--- src/rtl/mips_lsu_pkg.sv ---
// mips_lsu_pkg: op codes, FSM encoding and access-size helper shared by the load/store unit
package mips_lsu_pkg;
  localparam logic [2:0] OP_LB  = 3'b000;
  localparam logic [2:0] OP_LH  = 3'b001;
  localparam logic [2:0] OP_LW  = 3'b010;
  localparam logic [2:0] OP_LBU = 3'b100;
  localparam logic [2:0] OP_LHU = 3'b101;
  typedef enum logic [1:0] {IDLE, READ, WRITE, RESP} state_t;
  function automatic logic [2:0] op_size(input logic [2:0] op);
    return op[1] ? 3'd4 : op[0] ? 3'd2 : 3'd1;
  endfunction
endpackage

--- src/rtl/mips_lsu_align.sv ---
// mips_lsu_align: big-endian lane extract/extend for loads and lane merge for sub-word stores
module mips_lsu_align
  import mips_lsu_pkg::*;
(
  input  logic [2:0]  op,
  input  logic [1:0]  off,
  input  logic [31:0] word,
  input  logic [15:0] wdata,
  output logic [31:0] rdata,
  output logic [31:0] merged
);
  logic [4:0]  sh;
  logic [7:0]  b;
  logic [15:0] h;
  assign sh = {~off, 3'b000};
  assign b = 8'(word >> sh);
  assign h = off[1] ? word[15:0] : word[31:16];
  assign rdata = op == OP_LB  ? {{24{b[7]}}, b} :
                 op == OP_LBU ? {24'b0, b} :
                 op == OP_LH  ? {{16{h[15]}}, h} :
                 op == OP_LHU ? {16'b0, h} : word;
  assign merged = op[0] ? (off[1] ? {word[31:16], wdata} : {wdata, word[15:0]}) :
                  (word & ~(32'h0000_00FF << sh)) | ({24'b0, wdata[7:0]} << sh);
endmodule

--- src/rtl/mips_lsu.sv ---
// mips_lsu: load/store unit with legality checks, sub-word read-modify-write and registered memory interface
module mips_lsu
  import mips_lsu_pkg::*;
#(
  parameter int MEM_BYTES = 1024
) (
  input  logic        clk,
  input  logic        rst_n,
  input  logic        req_valid,
  output logic        req_ready,
  input  logic        req_we,
  input  logic [2:0]  req_op,
  input  logic [31:0] req_addr,
  input  logic [31:0] req_wdata,
  output logic        resp_valid,
  output logic [31:0] resp_rdata,
  output logic        resp_err,
  output logic [31:0] mem_address,
  output logic [31:0] mem_write_data,
  output logic        sig_mem_read,
  output logic        sig_mem_write,
  input  logic [31:0] mem_read_data
);
  state_t      state, state_n;
  logic        we_q;
  logic [2:0]  op_q;
  logic [1:0]  off_q;
  logic [15:0] wdata_q;
  logic [31:0] ld_data, st_data, rdata_n, addr_n, wd_n;
  logic        accept, bad_op, misal, oob, err, word_st, rd_n, wr_n, rerr_n;
  assign accept = req_valid && req_ready;
  assign bad_op = req_op == 3'b011 || req_op[2:1] == 2'b11 || (req_we && req_op[2]);
  assign misal = (req_op[1:0] == 2'b01 && req_addr[0]) || (req_op == OP_LW && req_addr[1:0] != 2'b00);
  assign oob = {1'b0, req_addr} + 33'(op_size(req_op)) > 33'(MEM_BYTES);
  assign err = bad_op || misal || oob;
  assign word_st = req_we && req_op == OP_LW;
  mips_lsu_align u_align (
    .op    (op_q),
    .off   (off_q),
    .word  (mem_read_data),
    .wdata (wdata_q),
    .rdata (ld_data),
    .merged(st_data)
  );
  always_comb begin
    state_n = state;
    rd_n = 1'b0;
    wr_n = 1'b0;
    rerr_n = 1'b0;
    rdata_n = '0;
    addr_n = mem_address;
    wd_n = mem_write_data;
    case (state)
      IDLE: if (accept) begin
        state_n = err ? RESP : word_st ? WRITE : READ;
        addr_n = {req_addr[31:2], 2'b00};
        wd_n = word_st ? req_wdata : mem_write_data;
        rd_n = !err && !word_st;
        wr_n = !err && word_st;
        rerr_n = err;
      end
      READ: begin
        state_n = we_q ? WRITE : RESP;
        wr_n = we_q;
        wd_n = we_q ? st_data : mem_write_data;
        rdata_n = we_q ? '0 : ld_data;
      end
      WRITE: state_n = RESP;
      default: state_n = IDLE;
    endcase
  end
  always_ff @(posedge clk or negedge rst_n)
    if (!rst_n) begin
      state <= IDLE;
      req_ready <= 1'b1;
      resp_valid <= 1'b0;
      resp_err <= 1'b0;
      resp_rdata <= '0;
      mem_address <= '0;
      mem_write_data <= '0;
      sig_mem_read <= 1'b0;
      sig_mem_write <= 1'b0;
      we_q <= 1'b0;
      op_q <= OP_LB;
      off_q <= '0;
      wdata_q <= '0;
    end else begin
      state <= state_n;
      req_ready <= state_n == IDLE;
      resp_valid <= state_n == RESP;
      resp_err <= rerr_n;
      resp_rdata <= rdata_n;
      mem_address <= addr_n;
      mem_write_data <= wd_n;
      sig_mem_read <= rd_n;
      sig_mem_write <= wr_n;
      if (accept) begin
        we_q <= req_we;
        op_q <= req_op;
        off_q <= req_addr[1:0];
        wdata_q <= req_wdata[15:0];
      end
    end
endmodule
--- config.mk ---
export PLATFORM = sky130hd
export DESIGN_NAME = mips_lsu
export DESIGN_NICKNAME = d
export VERILOG_FILES = /design/src/rtl/mips_lsu_pkg.sv /design/src/rtl/mips_lsu_align.sv /design/src/rtl/mips_lsu.sv
export SDC_FILE = /design/constraint.sdc
export NUM_CORES = 1
export LEC_CHECK = 0
export CAP_MARGIN = 0
export CORE_MARGIN = 1.5
export CORE_UTILIZATION = 48
export DETAILED_ROUTE_END_ITERATION = 12
export GPL_TIMING_DRIVEN = 0
export PLACE_DENSITY_LB_ADDON = 0.2
export SETUP_SLACK_MARGIN = 0.5
export SYNTH_ARGS = -nofsm -noshare
export SYNTH_HDL_FRONTEND = slang
export SYNTH_SLANG_ARGS = --single-unit
--- constraint.sdc ---
create_clock -name clk -period 2.4 [get_ports clk]
set_clock_uncertainty 0.15 [all_clocks]
set_input_delay 0.24 -clock clk [delete_from_list [all_inputs] [get_ports clk]]
set_output_delay 0.24 -clock clk [all_outputs]
set_load 0.05 [all_outputs]
# After elaboration in Yosys (flattened, before gate mapping)
# Cells that the tools add are included.
# word_totals
out_inout_bits,101
reg_bits,123
# op_classes
bitwise_logic,4
n_mux,26
n_addsub,1
reduce_logical,21
shift,3
magnitude_cmp,1
n_eq_ne,13
# ops
op,n
32-bit 2-to-1 mux,11
32-bit one-hot mux with 2 select lines,1
32-bit by 3-bit adder with 33-bit output,1
"33-bit by 11-bit > comparator with 1-bit output, second input constant",1
32-bit bitwise AND,1
32-bit inverter,1
32-bit bitwise OR,1
8-bit by 5-bit left shift with 32-bit output,1
"8-bit by 5-bit left shift with 32-bit output, first input constant",1
32-bit by 5-bit >> shifter with 8-bit output,1
16-bit 2-to-1 mux,1
2-bit 2-to-1 mux,4
1-bit logical AND,7
"2-bit == test, second input constant",3
"3-bit by 2-bit == test with 1-bit output, second input constant",2
"3-bit == test, second input constant",2
1-bit 2-to-1 mux,6
"2-bit inequality test, second input constant",3
2-bit one-hot mux with 3 select lines,1
1-bit logical OR,5
"2-bit by 1-bit == test with 1-bit output, second input constant",2
2-bit zero test,2
4-bit AND reduction,1
2-bit nonzero test,2
other kinds (7),8

# Depth between registers and ports, before layout
# Gate-level depths: netlist of run 1.
# logic_depth
depth_word,9
mapped_depth,12

# Modules after synthesis
# A second synthesis of run 1 with hierarchy kept.
# unflattened
cells_unflattened,669
area_unflattened_um2,7088.0
# by_module_without_submodules
module,instances,area_each_um2,cells_each
mips_lsu,1,5689.2,493
mips_lsu_align,1,1398.8,176

# Least setup slack after synthesis of run 1
# Ideal clock, no wire load.
# synth_timing
path_kind,input to register
startpoint,input port req_op[0]
endpoint,register resp_valid
path_buffers,0
cell_stages,12
arrival_time_ns,2.949
setup_time_ns,0.120
setup_slack_ns,-0.818
path_cell_list,nor2_1 ha_1 inv_1 fa_1 nand2b_1 a2111oi_0 mux2i_1 o211ai_1 a2111o_1 nor4_2 nand3_1 and3_1
# synth_between
elab_chain_cells,9
word_cells_on_any_way,20
cone_classes,1 x add/sub; 1 x order compare; 4 x eq/ne; 6 x mux; 8 x reduce/logical
# synth_rtl
element,line_no,text
start: declaration,mips_lsu.sv:12,"input logic [2:0] req_op,"
"2-bit 2-to-1 mux, or another cell as far along",mips_lsu_pkg.sv:10,return op[1] ? 3'd4 : op[0] ? 3'd2 : 3'd1;
"3-bit 2-to-1 mux, or another cell as far along",mips_lsu_pkg.sv:10,
"32-bit by 3-bit adder with 33-bit output, or another cell as far along",mips_lsu.sv:34,"assign oob = {1'b0, req_addr} + 33'(op_size(req_op)) > 33'(MEM_BYTES);"
33-bit by 11-bit > comparator with 1-bit output / 1-bit logical OR (equally long branches),"mips_lsu.sv:34, mips_lsu.sv:35",
1-bit logical OR,mips_lsu.sv:35,assign err = bad_op || misal || oob;
2-bit 2-to-1 mux *,mips_lsu.sv:55,state_n = err ? RESP : word_st ? WRITE : READ;
2-bit 2-to-1 mux *,mips_lsu.sv:54,IDLE: if (accept) begin
2-bit one-hot mux with 3 select lines *,mips_lsu.sv:53,case (state)
2-bit == test *,mips_lsu.sv:90,resp_valid <= state_n == RESP;
end signal: assignment,mips_lsu.sv:76,resp_valid <= 1'b0;
end signal: assignment,mips_lsu.sv:90,
end: declaration,mips_lsu.sv:15,"output logic resp_valid,"
# Mark *: on every way between the ends. The rest lies on a longest branch, timed or not.
# A chain may end at the register's enable or synchronous reset.

# Worst setup path after layout of run 1
# layout_timing
startpoint,input port req_op[1]
endpoint,register resp_valid
# layout_between
elab_chain_cells,9
word_cells_on_any_way,20
cone_classes,1 x add/sub; 1 x order compare; 5 x eq/ne; 5 x mux; 8 x reduce/logical
# layout_rtl
element,line_no
"parallel branches: the longest is 5 deep, another holds 32-bit by 3-bit adder with 33-bit output",--
2-bit 2-to-1 mux *,mips_lsu.sv:55
2-bit 2-to-1 mux *,mips_lsu.sv:54
2-bit one-hot mux with 3 select lines *,mips_lsu.sv:53
2-bit == test *,mips_lsu.sv:90
# Every way passes the cells marked *.

==> results of run 1 <==
## power groups by stage
stage / logic, W / clock network (W) / registers, W
4_1_cts: 0.00839 / 0.00255 / 0.00352
5_1_grt: 0.00964 / 0.00266 / 0.00366
6_report: 0.00911 / 0.00255 / 0.00358
2_1_floorplan: 0.00311 / 0 / 0.00593
3_5_place_dp: 0.00811 / 0 / 0.00356
3_3_place_gp: 0.00796 / 0 / 0.00351
## worst max path at each step
stage / from / end / slack [ns] / cells after the start
final: req_op[1] / resp_valid / -0.37 / 13
after global routing: req_op[1] / resp_valid / -0.47 / 13
after CTS: req_addr[9] / resp_valid / -0.42 / 10
after detailed placement: req_op[0] / resp_valid / -1.38 / 13
after global placement: rst_n / mem_address[9] / -3.56 / 1
after floorplan: req_op[0] / resp_valid / -0.42 / 12
## stage by stage
step | worst slack [ns] | util | instance area, sq um | power (W)
floorplan | -0.424 | - | 6830 | 0.00904
global placement | -3.56 | 0.676 | 9050 | 0.0115
detailed placement | -1.38 | 0.678 | 9080 | 0.0117
CTS | -0.424 | 0.748 | 10000 | 0.0145
global route | -0.472 | 0.769 | 10300 | 0.0160
finish | -0.372 | 0.769 | 10300 | 0.0152
## kinds of logic after synthesis
family / count (synthesis) / synth area share
and+or+nand+nor: 215 / 0.165
AOI/OAI and AO/OA: 168 / 0.156
DFF: 123 / 0.461
muxes: 92 / 0.162
buffers and inverters: 54 / 0.0346
adders and majority gates: 8 / 0.0161
xor gates and xnor gates: 4 / 0.00524
other: 1 / 0.000561
## final cells by class
cell class	instances	area share
multi-input cells	489	0.363
flip-flops and latches	123	0.299
repair buffers	232	0.216
clock buffers	22	0.0460
plain buffers	41	0.0385
well taps	176	0.0214
clock inverters	10	0.0113
inverters	13	0.00474
## cell usage after synthesis (4+ instances only)
master,instances,share of area
dfrtp_1,122,0.46
nand2_1,111,0.062
o21ai_0,87,0.065
mux2_2,48,0.081
mux2i_1,35,0.052
clkbuf_1,30,0.017
nor2_1,25,0.014
a21oi_1,24,0.018
inv_1,12,0.0067
a311oi_1,9,0.012
nor3_1,9,0.0067
a31oi_1,8,0.0075
mux4_2,8,0.027
a22oi_1,7,0.0079
ha_1,7,0.013
nand3_1,7,0.0052
and2_1,6,0.0056
and3_1,6,0.0056
buf_1,6,0.0034
nand2b_1,6,0.0056
nor2b_1,5,0.0047
o21ai_1,5,0.0037
or2_2,5,0.0047
nand4_1,4,0.0037
## registers in the layout (all words and copies together) (netlist names)
register and count:
off_q 2, op_q 3, wdata_q 16, resp_valid 1, sig_mem_read 1, resp_rdata 32
mem_address 30, mem_write_data 32, resp_err 1, state 2, sig_mem_write 1, we_q 1
req_ready 1
## per-layer routing
layer / global-route usage / vias up / share of wire
met5: 0 / - / 0
met4: 0.146 / 0 / 0.037
met3: 0.0728 / 63 / 0.078
met2: 0.501 / 329 / 0.49
met1: 0.372 / 3077 / 0.40
li1: - / 2907 / -
## timing repair
item                                    in CTS  in global routing
hold endpoints to repair                    63                  0
resized for setup                          185                 67
endpoints found under the setup margin     183                 89
pin swaps                                   13                  7
hold buffers                                 4                  0
buffers inserted                            15                  5
cloned                                       4                  3
==> flow_summary.toml, run 1 <==
[drt]
drt-total-wl_mm = 21.9
route.detailed.drc = 0
postRouteAntennaNets = 0
dr.pass1.iters = 5
drt_iter0_markers = 480
routedWlPerCell_um = 19.8
avgViaCountPerCell = 5.76
dr_total_vias = 6376

[floorplan]
die_w_um = 121
dieArea_sq_um = 14600
core_area_sq_um = 13400
design.portCount = 204
fp.dieH_um = 121
rows = 42
start_util = 0.499

[timing]
hold_ws_ns = 0.0256
slew_violations = 0
setup_tns_ns = -2.11
rsz0062_at_grt = "yes"
setup_viol = 7
timing.final.crit_share = 1.16
fin_crit_ns = 2.77
relSlewSlack = 0.612
worst_slack_ns = -0.372
worst_pin_slew_ns = 0.584
hold_violations = 0
timing.fmax_mhz = 361

[synthesis]
synth_area_sq_um = 6680
synthDistinctLibCells = 74
ys_seq_elements = 123
yosysWarnings = 0
syn-instance-count = 665
yosysSeqAreaShare = 0.461
synth_edf_count = 0
synthFlopType = "dfrtp_1"
syn_area_per_cell_sq_um = 10.0
synthArstFlopShare = 1.00

[finish]
drive_gt1_frac = 0.254
final_cell_mix = "dfrtp_1, dlygate4sd2_1, clkdlybuf4s50_1, nand2_1, o21ai_0"
layout.nets = 1028
multi_input_area_sq_um = 3740
syn2layout_area_growth_pct = 54.2
fillers = 921
seq_area_sq_um = 3080
fin_cells = 1106
antenna_cells = 0
final_common_cell = "dfrtp_1"

[worst_hold_path]
worstHoldStart = "req_addr[0]"
hold_end = "off_q[0]"
hp-class = "input port to flip-flop"
holdPathStages = 2

[clocking]
clkLatencyLatePin_ns = 0.42
cts.sinks = 123
tritoncts = "done"
ctsRootBufferMaster = "clkbuf_16"
numCtsBuffers = 17
clock_path_buffers = 2
h-tree-depth = 4
path_clk_slew_ns = 0.05

[place]
place_congestion = 0.889
io_buffers = 200
place_inst = 1043
hpwlAfterDp_mm = 16.0

[worst_setup_path]
path_max_fanout = 4
critPathLaunchType = "input port"
worst_setup_path_end_kind = "flip-flop"
crit_family = "compound AO/OA/AOI/OAI gates"
crit_slowest_cell = "a2111o_1"
crit_buf_inv = 2
r2r-end = "resp_valid"
cp.required_ns = 2.56
path_class = "input port to flip-flop"
rrSetupSlack_ns = 0.47
critPathArrivalTime_ns = 2.93
worst_path_largest_cell_delay_ns = 0.39
cp_cell_sequence = "buf_12, nor2_4, ha_4, inv_2, fa_2, nand2b_4, a2111oi_4, mux2i_1, o211ai_1, a2111o_1, nor4_4, nand3_1, and3_4"
rr_startpoint = "state[1]"
rr_worst_depth = 7

[flow_run]
cap_violations = 0

[power_and_ir_drop]
swShare = 0.471
p_int_w = 0.00806
power.switching_w = 0.00718
pwr-share-seq = 0.235
power.share.clock = 0.167
pwr-share-comb = 0.598
power_leakage_nw = 4.73
pwr_density_cell_nw_per_um2 = 1480
ir_drop_v = 0.000786

[status]
status = "finished, violations left"
violations = "negative setup slack"

[grt]
antenna_found_initial = 0
grt.overflow.total = 0
grt.total_usage = 0.302
grt_pass1_wl_mm = 33.7
grt_max_degree = 64
grt_pass1_vias = 6555
Note: power is estimated with default switching activity, not from simulation.
==> run 2: changes to the inputs <==
- CORE_UTILIZATION: 48 -> 34
- CTS_BUF_LIST: default -> sky130_fd_sc_hd__clkbuf_8
==> run 2 against run 1 <==
The run still ends with negative setup slack left. Sequential share of layout area is 0.70 points higher. Global-route usage is 8.1 points lower. Sequential cell count stayed put. Final cell count is 7.7% higher. Hold slack better by 0.022 ns. Clock-buffer cell count is 4 lower. Utilization is 25 points lower. Clock power is 23% lower. Sequential power is 2% lower. Maximum frequency is 6.7% higher. Critical path depth stayed put. Worst setup slack better by 0.18 ns. Largest cell class unchanged.
==> flow_summary.toml, run 2 (same netlist as run 1, synthesis figures left out) <==
[timing]
timing.fmax_mhz = 385
rsz0062_at_grt = "yes"
hold_violations = 0
setup_tns_ns = -0.943
timing.final.crit_share = 1.08
fin_crit_ns = 2.60
slew_violations = 0
hold_ws_ns = 0.0475
relSlewSlack = 0.599
setup_viol = 7
worst_pin_slew_ns = 0.602
worst_slack_ns = -0.197

[clocking]
h-tree-depth = 4
clkLatencyLatePin_ns = 0.45
numCtsBuffers = 17
path_clk_slew_ns = 0.06
ctsRootBufferMaster = "clkbuf_8"
cts.sinks = 123
clock_path_buffers = 2
tritoncts = "done"

[power_and_ir_drop]
power.share.clock = 0.141
power_leakage_nw = 4.60
p_int_w = 0.00720
ir_drop_v = 0.000617
pwr_density_cell_nw_per_um2 = 1390
power.switching_w = 0.00676
swShare = 0.484
pwr-share-comb = 0.607
pwr-share-seq = 0.252

[worst_hold_path]
hp-class = "input port to flip-flop"

[place]
place_congestion = 0.866
hpwlAfterDp_mm = 16.4
place_inst = 1132
io_buffers = 200

[drt]
drt-met1-wl_mm = 9.55
routedWlPerCell_um = 18.6
wl_met3_mm = 1.56
drt_iter0_markers = 353
dr_total_vias = 6135
route.detailed.drc = 0
drt-total-wl_mm = 22.1
wl_met2_mm = 10.4
dr.pass1.iters = 5
postRouteAntennaNets = 0
avgViaCountPerCell = 5.15
dr.max_layer_used = "met4"

[worst_setup_path]
path_class = "input port to flip-flop"
critPathLaunchType = "input port"
worst_path_largest_cell_delay_ns = 0.35
cp.required_ns = 2.58
path_max_fanout = 4
cp_cell_sequence = "buf_12, nor2_4, ha_4, inv_2, fa_2, nand2b_4, a2111oi_4, mux2i_1, o211ai_1, a2111o_1, nor4_4, nand3_1, and3_1"
rrSetupSlack_ns = 0.54
crit_slowest_cell = "a2111o_1"
critPathArrivalTime_ns = 2.78
worst_setup_path_end_kind = "flip-flop"

[finish]
top_regs = "mem_write_data: 32 flops, resp_rdata: 32 flops, mem_address: 30 flops"
final_common_cell = "dfrtp_1"
syn2layout_area_growth_pct = 50.8
layout.nets = 1023
post-route-util = 0.519
fillers = 1863
final_cell_mix = "dfrtp_1, nand2_1, dlygate4sd2_1, clkdlybuf4s50_1, o21ai_0"
fin_cells = 1191
drive_gt1_frac = 0.236

[floorplan]
design.portCount = 204
start_util = 0.344
dieArea_sq_um = 20500
die_w_um = 143
rows = 51
core_area_sq_um = 19400
fp.dieH_um = 143

[grt]
grt.overflow.total = 0
grt_max_degree = 64
antenna_found_initial = 2
grt.total_usage = 0.222
grt_pass1_wl_mm = 34.2
grt_pass1_vias = 6255

[status]
status = "finished, violations left"
violations = "negative setup slack"

[flow_run]
cap_violations = 0
[run 2: cell types whose count changed in the layout (fill, tap and decap cells not counted), moves of 4 or more]
cell and delta:
nand2_1 +9, nand2_4 -7, clkbuf_1 -4, o21ai_1 +4, buf_8 -4, clkbuf_16 -20
clkinvlp_4 -4, inv_1 +5, clkbuf_8 +21
[run 2: what timing repair did]
item                                   in CTS  in global routing
endpoints found under the hold margin      64                  1
setup endpoints to repair                 183                 74
cloned                                      3                  0
gates resized for setup                   171                 63
pin swaps                                  16                  8
hold buffers                                5                  1
setup buffers                              11                  6
[run 2: metal layers]
| layer | up-vias | global-route usage |
|---|---|---|
| met5 | - | 0 |
| met4 | 0 | 0.0955 |
| met3 | 40 | 0.0590 |
| met2 | 204 | 0.352 |
| met1 | 2993 | 0.284 |
| li1 | 2898 | - |
[run 2: critical path: cells and delay by family]
family                     cells  cell delay [ns]
AOI/OAI and AO/OA              3             0.82
adders and majority gates      2             0.47
buffers and inverters          2             0.14
muxes                          1             0.25
and+or+nand+nor                5             0.84
[run 2: path summary, 6_finish.rpt]
| kind | start | end | depth (start not counted) |
|---|---|---|---|
| setup / recovery | req_op[1] | resp_valid | 13 |
| hold / removal | req_op[0] | sig_mem_read | 3 |
| setup reg to reg | state[0] | mem_write_data[7] | 10 |
| hold reg to reg | mem_write_data[30] | mem_write_data[30] | 2 |
| max in group asynchronous | rst_n | req_ready | 3 |
| min in group asynchronous | rst_n | mem_write_data[29] | 2 |
[run 2: cell type report]
type / instances / area [sq um] / area share
sequential: 123 / 3080 / 0.306
timing repair buffer: 227 / 2170 / 0.216
clock inverter: 13 / 161 / 0.0160
buffer: 41 / 380 / 0.0378
clock buffer: 18 / 248 / 0.0246
multi-input combinational: 489 / 3650 / 0.362
antenna: 2 / 5.00 / 0.000497
tap: 265 / 332 / 0.0329
inverter: 13 / 48.8 / 0.00484
[run 2: per-stage QoR]
step	setup slack (ns)	instance area [sq um]	total power [W]
final	-0.197	10100	0.0140
after floorplan	-0.424	6830	0.00904
after global routing	-0.288	10100	0.0148
after CTS	-0.309	9860	0.0137
after detailed placement	-1.31	9190	0.0117
after global placement	-4.11	9160	0.0116
[run 2: power groups by stage]
stage                     Combinational (W)  Clock (W)  Sequential, W
final                               0.00847    0.00197        0.00352
after global routing                0.00907    0.00209        0.00364
after CTS                           0.00819    0.00199        0.00349
after detailed placement            0.00813          0        0.00356
after global placement              0.00806          0        0.00355
after floorplan                     0.00311          0        0.00593
==> run 3: changes to the inputs <==
- clock period: 2.4 -> 3.15 ns (I/O delays scaled with it)
==> run 3 against run 2 <==
The flow now finishes without violations. Sequential share of layout area is 1.0 points higher. Global-route usage is 0.36 points lower. Via count decreased by 1.6%. Clock power decreased by 20%. First-iteration DRC count is 5.7% higher. Register-to-register slack gained 0.22 ns. Clock-buffer cell count grew 2. Sequential cell count stayed put. Critical path type unchanged. Critical endpoint unchanged.
==> flow_summary.toml, run 3 (same netlist as run 1, synthesis figures left out) <==
[status]
status = "finished, final reports clean"

[timing]
timing.final.crit_share = 0.833
rsz0062_at_grt = "yes"
relSlewSlack = 0.497
setup_tns_ns = 0
timing.fmax_mhz = 381
setup_viol = 0
slew_violations = 0
hold_violations = 0
fin_crit_ns = 2.62
worst_pin_slew_ns = 0.755

[place]
place_congestion = 0.845
io_buffers = 200
post_dp_cell_area_sq_um = 9100
hpwlAfterDp_mm = 16.5
place_inst = 1132

[grt]
grt_max_degree = 67
antenna_found_initial = 2
grt.overflow.total = 0
grt.total_usage = 0.218
grt_pass1_vias = 6159
grt_pass1_wl_mm = 33.3

[clocking]
h-tree-depth = 4
clkLatencyLatePin_ns = 0.46
ctsRootBufferMaster = "clkbuf_8"
numCtsBuffers = 17
path_clk_slew_ns = 0.07
cts.sinks = 123
tritoncts = "done"
clock_path_buffers = 2

[power_and_ir_drop]
swShare = 0.480
pwr_density_cell_nw_per_um2 = 1060
power_leakage_nw = 4.06
power.switching_w = 0.00495
p_total_w = 0.0103
ir_drop_v = 0.000689
p_int_w = 0.00536
power.share.clock = 0.153
pwr-share-comb = 0.586
pwr-share-seq = 0.261

[drt]
avgViaCountPerCell = 5.14
drt-total-wl_mm = 21.5
drt_iter0_markers = 373
routedWlPerCell_um = 18.3
dr_total_vias = 6036
route.detailed.drc = 0
dr.pass1.iters = 4
postRouteAntennaNets = 0

[worst_setup_path]
critPathArrivalTime_ns = 2.81
path_class = "input port to flip-flop"
critPathLaunchType = "input port"
path_max_fanout = 3
worst_setup_path_end_kind = "flip-flop"
cp.required_ns = 3.34

[floorplan]
die_w_um = 143
start_util = 0.344
fp.dieH_um = 143
core_area_sq_um = 19400
rows = 51
dieArea_sq_um = 20500
design.portCount = 204

[finish]
fin_cells = 1175
final_common_cell = "clkdlybuf4s50_1"
final_cell_mix = "clkdlybuf4s50_1, dfrtp_1, nand2_1, o21ai_0, mux2_2"
syn2layout_area_growth_pct = 45.9
top_regs = "mem_write_data: 32 flops, resp_rdata: 32 flops, mem_address: 30 flops"
final_cell_area_sq_um = 9750
layout.nets = 1007
post-route-util = 0.503
drive_gt1_frac = 0.176

[flow_run]
cap_violations = 0

[worst_hold_path]
hp-class = "input port to flip-flop"
run 3: cell count changes in the layout (fill, tap and decap cells not counted), sizes merged, moves of 3 or more:
| cell | change |
|---|---|
| dlygate4sd3 | -4 |
| clkbuf | +10 |
| buf | -20 |
| inv | -5 |
| dlygate4sd2 | -98 |
| clkinv | +3 |
| clkdlybuf4s50 | +99 |
run 3: through the flow:
| stage | hold slack, ns | setup slack [ns] |
|---|---|---|
| 6_report | 0.0391 | 0.525 |
| 4_1_cts | 0.0144 | 0.393 |
| 3_5_place_dp | 0.171 | -0.612 |
| 5_1_grt | 0.0225 | 0.412 |
| 3_3_place_gp | 0.312 | -3.44 |
| 2_1_floorplan | -0.131 | 0.251 |
run 3: layout make-up:
class / instances / area, sq um
tap: 265 / 332
timing repair buffer: 211 / 2130
sequential: 123 / 3080
clock inverter: 12 / 169
inverter: 13 / 48.8
multi-input combinational: 489 / 3520
antenna: 1 / 2.50
fill: 1870 / 9650
clock buffer: 20 / 275
buffer: 41 / 194
run 3: path summary, 6_finish.rpt:
kind / startpoint / to / slack [ns] / cells past startpoint
setup / recovery: req_op[1] / resp_valid / 0.53 / 13
hold / removal: req_addr[0] / off_q[0] / 0.04 / 2
setup reg to reg: op_q[0] / resp_rdata[5] / 0.76 / 8
hold reg to reg: mem_write_data[25] / mem_write_data[25] / 0.33 / 2
max in group asynchronous: rst_n / req_ready / 1.85 / 3
min in group asynchronous: rst_n / mem_write_data[24] / 0.23 / 2
run 3: critical path, cell delays in order:
cell and delay (ns):
buf_12 0.11, nor2_4 0.10, ha_4 0.14, inv_2 0.03, fa_2 0.33, nand2b_4 0.17, a2111oi_4 0.35, mux2i_1 0.24
o211ai_1 0.13, a2111o_1 0.35, nor4_4 0.21, a311oi_2 0.17, and3_1 0.17
run 3: what timing repair did:
action	4_1_cts	5_1_grt
pin swaps	11	6
setup endpoints to repair	35	49
gates resized for setup	33	27
setup buffers	6	2
endpoints found under the hold margin	58	0
hold buffers	2	0
run 3: power groups by stage:
stage | clock (W) | combinational, W | sequential (W)
after CTS | 0.00161 | 0.00604 | 0.00269
after global placement | 0 | 0.00593 | 0.00271
after global routing | 0.00167 | 0.00649 | 0.00278
after floorplan | 0 | 0.00217 | 0.00451
after detailed placement | 0 | 0.00599 | 0.00272
final | 0.00158 | 0.00604 | 0.00269
run 3: routing by layer:
metal / track usage / wire, um / vias up
met5: 0 / 0 / -
met1: 0.270 / 9150 / 2942
met3: 0.0657 / 1560 / 34
met4: 0.0939 / 556 / 0
met2: 0.352 / 10200 / 202
li1: - / - / 2858
